[config.mk]
export PLATFORM = sky130hd
export DESIGN_NAME = mips_fetch_unit
export DESIGN_NICKNAME = d
export VERILOG_FILES = /design/src/rtl/mips_pkg.sv /design/src/rtl/mips_fetch_buf.sv /design/src/rtl/mips_fetch_unit.sv
export SDC_FILE = /design/constraint.sdc
export NUM_CORES = 1
export LEC_CHECK = 0
export ABC_CLOCK_PERIOD_IN_PS = 2700
export CAP_MARGIN = 10
export CORE_UTILIZATION = 35
export DETAILED_ROUTE_END_ITERATION = 8
export HOLD_SLACK_MARGIN = 0.02
export PLACE_DENSITY = 0.58
export SLEW_MARGIN = 20
export SYNTH_ARGS = -nofsm -noshare
export SYNTH_HDL_FRONTEND = slang
export SYNTH_SLANG_ARGS = --single-unit
[constraint.sdc]
create_clock -name clk -period 2.7 [get_ports clk]
set_input_delay 0.54 -clock clk [delete_from_list [all_inputs] [get_ports clk]]
set_output_delay 0.54 -clock clk [all_outputs]
set_load 0.005 [all_outputs]
[src/rtl/mips_pkg.sv]
// Shared types and constants for the MIPS fetch front end.
package mips_pkg;

  localparam int unsigned       WORD_W           = 32;
  localparam logic [WORD_W-1:0] DEFAULT_RESET_PC = 32'h0000_0000;

  typedef enum logic [1:0] {
    S_IDLE = 2'd0,
    S_REQ  = 2'd1,
    S_WAIT = 2'd2,
    S_HALT = 2'd3
  } fetch_state_e;

  // Instruction addresses must be word aligned.
  function automatic logic is_word_aligned(input logic [WORD_W-1:0] addr);
    return addr[1:0] == 2'b00;
  endfunction

endpackage

[src/rtl/mips_fetch_buf.sv]
// Single-entry instruction buffer with valid/ready pop and flush.
module mips_fetch_buf
  import mips_pkg::*;
(
  input  logic              clk,
  input  logic              reset,
  input  logic              write,
  input  logic [WORD_W-1:0] wr_instr,
  input  logic [WORD_W-1:0] wr_pc,
  input  logic              pop,
  input  logic              flush,
  output logic              valid,
  output logic [WORD_W-1:0] instruction,
  output logic [WORD_W-1:0] pc
);

  // Flush wins over a concurrent write; the entry holds while not popped.
  always_ff @(posedge clk or negedge reset) begin
    if (!reset) begin
      valid       <= 1'b0;
      instruction <= '0;
      pc          <= '0;
    end else if (flush) begin
      valid <= 1'b0;
    end else if (write) begin
      valid       <= 1'b1;
      instruction <= wr_instr;
      pc          <= wr_pc;
    end else if (pop) begin
      valid <= 1'b0;
    end
  end

endmodule

[src/rtl/mips_fetch_unit.sv]
// Instruction fetch stage: owns the PC, issues one outstanding word fetch at a
// time and delivers instructions through a one-entry valid/ready buffer.
module mips_fetch_unit
  import mips_pkg::*;
#(
  parameter logic [WORD_W-1:0] RESET_PC = DEFAULT_RESET_PC,
  parameter int unsigned       MAX_WAIT = 255
) (
  input  logic              clk,
  input  logic              reset,
  output logic              imem_req,
  output logic [WORD_W-1:0] imem_addr,
  input  logic              imem_gnt,
  input  logic              imem_rvalid,
  input  logic [WORD_W-1:0] imem_rdata,
  input  logic              redirect_valid,
  input  logic [WORD_W-1:0] redirect_pc,
  output logic              ins_valid,
  input  logic              ins_ready,
  output logic [WORD_W-1:0] instruction,
  output logic [WORD_W-1:0] ins_pc,
  output logic              fetch_err
);

  localparam int unsigned CNT_W = $clog2(MAX_WAIT + 1);

  fetch_state_e      state_q, state_d;
  logic [WORD_W-1:0] pc_q, pc_d;
  logic [WORD_W-1:0] addr_q, addr_d;
  logic [WORD_W-1:0] gnt_addr_q, gnt_addr_d;
  logic [CNT_W-1:0]  wait_cnt_q, wait_cnt_d;
  logic              discard_q, discard_d;
  logic              err_q, err_d;
  logic              req_q;
  logic              buf_write, buf_flush, buf_pop;
  logic              redir_ok, redir_bad;

  assign buf_pop   = ins_valid && ins_ready;
  assign redir_ok  = redirect_valid && is_word_aligned(redirect_pc);
  assign redir_bad = redirect_valid && !is_word_aligned(redirect_pc);
  assign buf_flush = redirect_valid && (state_q != S_HALT);

  assign imem_req  = req_q;
  assign imem_addr = addr_q;
  assign fetch_err = err_q;

  // Fetch state register and datapath registers.
  always_ff @(posedge clk or negedge reset) begin
    if (!reset) begin
      state_q    <= S_IDLE;
      pc_q       <= RESET_PC;
      addr_q     <= RESET_PC;
      gnt_addr_q <= '0;
      wait_cnt_q <= '0;
      discard_q  <= 1'b0;
      err_q      <= 1'b0;
      req_q      <= 1'b0;
    end else begin
      state_q    <= state_d;
      pc_q       <= pc_d;
      addr_q     <= addr_d;
      gnt_addr_q <= gnt_addr_d;
      wait_cnt_q <= wait_cnt_d;
      discard_q  <= discard_d;
      err_q      <= err_d;
      req_q      <= (state_d == S_REQ);
    end
  end

  // Next-state, PC update, discard tracking and buffer write control.
  always_comb begin
    state_d    = state_q;
    pc_d       = pc_q;
    addr_d     = addr_q;
    gnt_addr_d = gnt_addr_q;
    wait_cnt_d = wait_cnt_q;
    discard_d  = discard_q;
    err_d      = err_q;
    buf_write  = 1'b0;

    unique case (state_q)
      S_IDLE: begin
        if (redir_ok) begin
          pc_d = redirect_pc;
        end else if (!ins_valid || ins_ready) begin
          state_d = S_REQ;
        end
      end
      S_REQ: begin
        if (imem_gnt) begin
          state_d    = S_WAIT;
          wait_cnt_d = '0;
          gnt_addr_d = addr_q;
          if (!discard_q) pc_d = pc_q + WORD_W'(4);
        end
        if (redir_ok) begin
          pc_d      = redirect_pc;
          discard_d = 1'b1;
        end
      end
      S_WAIT: begin
        if (imem_rvalid) begin
          state_d   = S_IDLE;
          discard_d = 1'b0;
          buf_write = !discard_q && !redirect_valid;
        end else if (wait_cnt_q == CNT_W'(MAX_WAIT)) begin
          state_d = S_HALT;
          err_d   = 1'b1;
        end else begin
          wait_cnt_d = wait_cnt_q + CNT_W'(1);
        end
        if (redir_ok) begin
          pc_d      = redirect_pc;
          discard_d = !imem_rvalid;
        end
      end
      S_HALT: begin
      end
    endcase

    // A misaligned target is fatal; any in-flight response is ignored in halt.
    if (redir_bad && (state_q != S_HALT)) begin
      state_d   = S_HALT;
      err_d     = 1'b1;
      buf_write = 1'b0;
    end

    // The bus address is frozen while a request waits for its grant.
    if (!(state_q == S_REQ && !imem_gnt)) addr_d = pc_d;
  end

  mips_fetch_buf u_buf (
    .clk        (clk),
    .reset      (reset),
    .write      (buf_write),
    .wr_instr   (imem_rdata),
    .wr_pc      (gnt_addr_q),
    .pop        (buf_pop),
    .flush      (buf_flush),
    .valid      (ins_valid),
    .instruction(instruction),
    .pc         (ins_pc)
  );

endmodule

After elaboration in Yosys (flattened, before gate mapping)
Cells that the tools add are included.
Widths: inputs -> output; s select.
{"block": "word_totals", "regBits": 174, "inputBits": 70}
{"block": "classes", "add_sub_neg": 2, "eq_ne": 11, "n_mux": 30, "bitwise": 1, "reduce_logical": 26}
{"cell": "$mux 32", "n": 4}
{"cell": "$pmux 32 s2", "n": 1}
{"cell": "$add 32x3->32 const B", "n": 1}
{"cell": "$mux 8", "n": 3}
{"cell": "$pmux 8 s2", "n": 1}
{"cell": "$mux 1", "n": 13}
{"cell": "$mux 2", "n": 6}
{"cell": "$ne 2x2->1 const B", "n": 5}
{"cell": "$add 8x1->8 const B", "n": 1}
{"cell": "$eq 8x8->1 const B", "n": 1}
{"cell": "$logic_and 1x1->1", "n": 7}
{"cell": "$logic_not 1->1", "n": 6}
{"cell": "$pmux 2 s3", "n": 1}
{"cell": "$reduce_and 3->1", "n": 2}
{"cell": "$reduce_bool 2->1", "n": 3}
{"cell": "$eq 2x1->1 const B", "n": 2}
{"cell": "$logic_not 2->1", "n": 2}
{"cell": "$reduce_and 2->1", "n": 2}
{"cell": "$reduce_and 4->1", "n": 1}
{"cell": "$ne 3x3->1 const B", "n": 1}
{"cell": "$reduce_bool 3->1", "n": 1}
{"cell": "$eq 2x2->1 const B", "n": 1}
{"cell": "$ne 2x1->1 const B", "n": 1}
{"cell": "$pmux 1 s2", "n": 1}
{"cell": "other kinds (3)", "n": 3}

Depth between registers and ports, before layout
{"block": "logic_depth", "depth_word": 7, "depth_mapped": 9, "ltp_nobuf": 7}

Hierarchy
A second synthesis with hierarchy kept.
{"block": "unflattened", "hier_cells": 757, "hier_area_um2": 8727.1}
{"module": "mips_fetch_unit", "instances": 1, "cells_each": 617, "area_each_um2": 5985.7}
{"module": "mips_fetch_buf", "instances": 1, "cells_each": 140, "area_each_um2": 2741.4}

Worst setup path after synthesis
No wires, ideal clock.
{"block": "synth_timing", "kind": "in2reg", "from": "in imem_gnt", "to": "reg addr_q[31], in the netlist imem_addr[31]", "setup_time_ps": 131, "arrival_time_ps": 2167, "setup_slack_ps": 402, "path_stages": 6, "n_path_buf": 1, "path_cell_list": "buf_4 -> nand4b_4 -> or4_4 -> or4_1 -> a21oi_1 -> o31ai_1"}
{"block": "synth_via", "elab_chain_len": 3, "word_cells_on_any_way": 5, "cone_classes": "mux (3); reduce/logical (2)"}
{"item": "from (decl)", "line": "mips_fetch_unit.sv:13", "source": "input logic imem_gnt,"}
{"item": "$mux 32", "line": "mips_fetch_unit.sv:90", "source": "if (imem_gnt) begin"}
{"item": "$mux 32", "line": "mips_fetch_unit.sv:96", "source": "if (redir_ok) begin"}
{"item": "$pmux 32 s2", "line": "mips_fetch_unit.sv:81", "source": "unique case (state_q)"}
{"item": "to (signal assigned)", "line": "mips_fetch_unit.sv:61", "source": "addr_q <= addr_d;"}
{"item": "to (decl)", "line": "mips_fetch_unit.sv:29", "source": "logic [WORD_W-1:0] addr_q, addr_d;"}
Several ways; a longest one is shown, not always the timed one.
A chain may end at the register's enable or synchronous reset.

Worst setup path after layout
{"block": "layout_timing", "from": "reg state_q[0]", "to": "reg addr_q[8], in the netlist imem_addr[8]"}
{"block": "layout_via", "elab_chain_len": 3, "word_cells_on_any_way": 6, "cone_classes": "eq/ne (2); mux (1); reduce/logical (3)"}
{"item": "from (decl)", "line": "mips_fetch_unit.sv:27", "source": "fetch_state_e state_q, state_d;"}
{"item": "from (signal assigned)", "line": "mips_fetch_unit.sv:59", "source": "state_q <= state_d;"}
{"item": "$eq 2x2->1 / $logic_not 2->1 (equally long branches)", "line": "mips_fetch_unit.sv:81"}
{"item": "$reduce_or 2->1 (no source line)"}
{"item": "$pmux 32 s2 (*)", "line": "mips_fetch_unit.sv:81"}
{"item": "via pc_d[8]", "line": "mips_fetch_unit.sv:28", "source": "logic [WORD_W-1:0] pc_q, pc_d;"}
The timed path passes the listed nets; every way through them passes the cells marked *.

==> run metrics <==
Initial Utilization between 30% and 40%; M3 GR Usage under 10%; fill count around 2,100; Max Cap Viol 0; I/O pin total 169; port bufs 168; Crit Path Max Fanout 10; TritonCTS buffer count 17; Max Clk Rate between 400 and 500 MHz; final setup vio count 0; grt met2 use around 29%; power per cell area approximately 950 nW/um^2; nets@finish 999; core area between 20,000 and 25,000 sq um; Overflow after GRT 0; share of post-route cells with drive strength above 1 between 20 and 30%; post-DR vias/cell around 5.2; Remaining DRCs 0; arrival time at the worst endpoint between 2 and 3 ns; Worst Path Required ~3.0 ns; antenna cells 0; via count 6,518; Synth Register Bits 174; CTS tree built; cells after synthesis slightly above 700; Min-Delay Path Class reg2reg; DRT Wirelength 22,100 um; H-tree levels 4; Setup CP Type reg2reg; Crit. End Element flop; Synth area leaders dfrtp_1 (53%), mux2_2 (16%), nand2_1 (2.2%), o21ai_0 (1.9%), nor2_1 (1.7%); CTS Sinks roughly 170; share of the synthesized area in the top cell type between 50% and 60%; vias in the first global route roughly 6,400; PnR worst setup slack between 0.2 and 0.25 ns; pre-CTS setup slack -0.00241 ns; initial DRC count approximately 450; Slew Limit Fails 0; yosys warns 0; Mapped Area 8220 sq um; Die H 155 um; fin area between 10,000 and 15,000 sq um; Skew-Pair Late Insertion Delay ~0.43 ns; critical path startpoint category flop; Slew @ Worst Pin 0.747 ns; asr flop ratio synth 100%; cell total after placement 1,216; Synthesized Nets about 790; Post-Layout Cell Count about 1,200; run status finished, final reports clean; Layout Skew approximately 0.01 ns; die footprint roughly 24,000 sq um; initial antenna violation count 0; Post-DRT Antenna Nets 0; first-pass GRT wire length ~36,000 um; fin crit share about nine tenths; detailed-placement wirelength estimate approximately 16,000 um; Final Hold Fails 0; Avg Cell Area, Syn 11.5 sq um; RSZ-0062 raised after global routing false; Die Span X 155 um; Clk pin slew, worst setup/hold paths roughly 0.07 ns; ys flop type dfrtp_1; VDD IR max 0.433 mV; FP Rows between 50 and 60; area delta synth->final 37.0%; post-DR wirelength/cell 17.7 um; crit path time final 2.46 ns; Initial DRT Pass Iterations 5; setup TNS 0 ns; register area share after synthesis between 50% and 60%; Post-synth EDFFs 0; Yosys top cell by area dfrtp_1; GRT Max-Usage Layer met2; all-layer global routing usage a little under a fifth; DP Area ~11,000 sq um; Util after Layout ~49%; Distinct cells, synth about 70; final RePlAce weighted congestion 0.876; total leakage power ~4.9 nW; Post-CTS Setup Inserts 0; deepest clock path buffer count 2; met1 usage a little over a quarter; Slew headroom approximately 49%; pin count of the biggest net entering global routing 58; Root Buffer clkbuf_16
-- registers in the layout (all words and copies together), names as in the netlist --
register / cells
wait_cnt_q: 8
imem_addr: 32
u_buf.valid: 1
pc_q: 32
u_buf.pc: 32
discard_q: 1
imem_req: 1
state_q: 2
gnt_addr_q: 32
u_buf.instruction: 32
fetch_err: 1
-- synthesized netlist by cell type (3+ instances only) --
master	instances
or3_1	12
buf_2	8
mux2_2	119
nand2b_1	8
nand2_1	49
o221ai_1	5
mux2i_1	8
and2_1	5
ha_1	6
nor2_1	38
nor4_1	15
o311ai_2	3
inv_1	15
and3_1	7
a211oi_1	4
nand4_1	9
and4_1	6
clkbuf_1	33
a31o_2	3
nand3_1	23
a21oi_1	28
o21ai_0	32
dfrtp_1	174
a311oi_1	5
nor2b_1	3
a22oi_1	4
o31ai_1	5
nor3_1	12
xnor2_1	7
a31oi_1	11
-- layout by cell type, fill, tap and decap left out, types with 3 or more instances in the layout --
master and count:
clkdlybuf4s50_1 167, o221ai_1 5, clkbuf_8 5, a211oi_1 4, nand3_1 23, a311oi_1 5
a21oi_1 28, o21ai_0 32, nor4_1 15, nor3_1 11, a22oi_1 4, buf_12 5
o311ai_2 3, ha_1 6, a31oi_1 11, o31ai_1 5, and4_1 6, nand2_1 49
buf_4 60, inv_1 15, mux2i_1 8, or3_1 12, mux2_2 119, nor2_1 38
dfrtp_1 174, nand4_1 9, nor2b_1 3, and3_1 7, nand2b_1 8, clkbuf_16 17
clkinvlp_4 5, xnor2_1 7, a31o_2 3, inv_6 3, and2_1 5
-- power breakdown --
group          switching (W)  total [W]  internal (W)  leakage (nW)
Combinational        0.00193    0.00425       0.00231          2.32
Sequential          0.000613    0.00403       0.00342          2.35
Clock                0.00108    0.00239       0.00131         0.268
Total                0.00363     0.0107       0.00704          4.94
-- stage by stage --
step | hold WS, ns | total power, W
6_report | 0.480 | 0.0107
5_1_grt | 0.509 | 0.0113
4_1_cts | 0.484 | 0.0108
3_5_place_dp | 0.471 | 0.00832
3_3_place_gp | 0.472 | 0.00827
2_1_floorplan | 0.244 | 0.00606
-- routing by layer --
| metal | part of all wire (%) | up-vias | wire length, um |
|---|---|---|---|
| met2 | 45 | 223 | 9840 |
| met4 | 2.3 | 0 | 505 |
| met5 | 0 | - | 0 |
| li1 | - | 3065 | - |
| met3 | 6.3 | 31 | 1390 |
| met1 | 47 | 3199 | 10300 |
-- worst paths after layout --
kind | from | end | slack [ns] | cells after the start
setup / recovery | state_q[0] | imem_addr[8] | 0.24 | 7
hold / removal | pc_q[1] | pc_q[1] | 0.48 | 1
setup reg to reg | state_q[0] | imem_addr[8] | 0.24 | 7
hold reg to reg | pc_q[1] | pc_q[1] | 0.48 | 1
max in group asynchronous | reset | u_buf.pc[21] | 1.43 | 3
min in group asynchronous | reset | u_buf.instruction[9] | 0.59 | 2
-- final cells by class --
| type | count | area, sq um | area share, % |
|---|---|---|---|
| inverters | 15 | 56.3 | 0.500 |
| well taps | 313 | 392 | 3.48 |
| clock buffers | 22 | 494 | 4.39 |
| clock inverters | 10 | 77.6 | 0.689 |
| repair buffers | 234 | 2240 | 19.9 |
| multi-input cells | 481 | 3640 | 32.3 |
| flip-flops and latches | 174 | 4350 | 38.7 |
-- repair_timing --
| action | 4_1_cts | 5_1_grt |
|---|---|---|
| hold buffers | 1 | 0 |
| gates resized for setup | 0 | 0 |
| endpoints found under the hold margin | 19 | 0 |
-- worst max-delay path, cell delays in order, from the launching register on --
cell     delay, ns
dfrtp_1       0.43
inv_1         0.09
ha_1          0.30
or2_2         0.44
nor4_1        0.45
nand2_1       0.10
a32o_1        0.28
mux2_2        0.26
-- logic make-up (layout without fill, tap and decap cells) --
logic type / after synthesis / after routing / share of synthesized area [%]
compound gates: 134 / 134 / 11.3
xor+xnor: 7 / 7 / 0.746
fa+ha+maj: 6 / 6 / 0.914
buf+inv: 58 / 281 / 2.82
flops: 174 / 174 / 53.0
mux: 129 / 129 / 17.7
simple gates: 205 / 205 / 13.6
No activity file was read; power rests on OpenSTA's default activity.
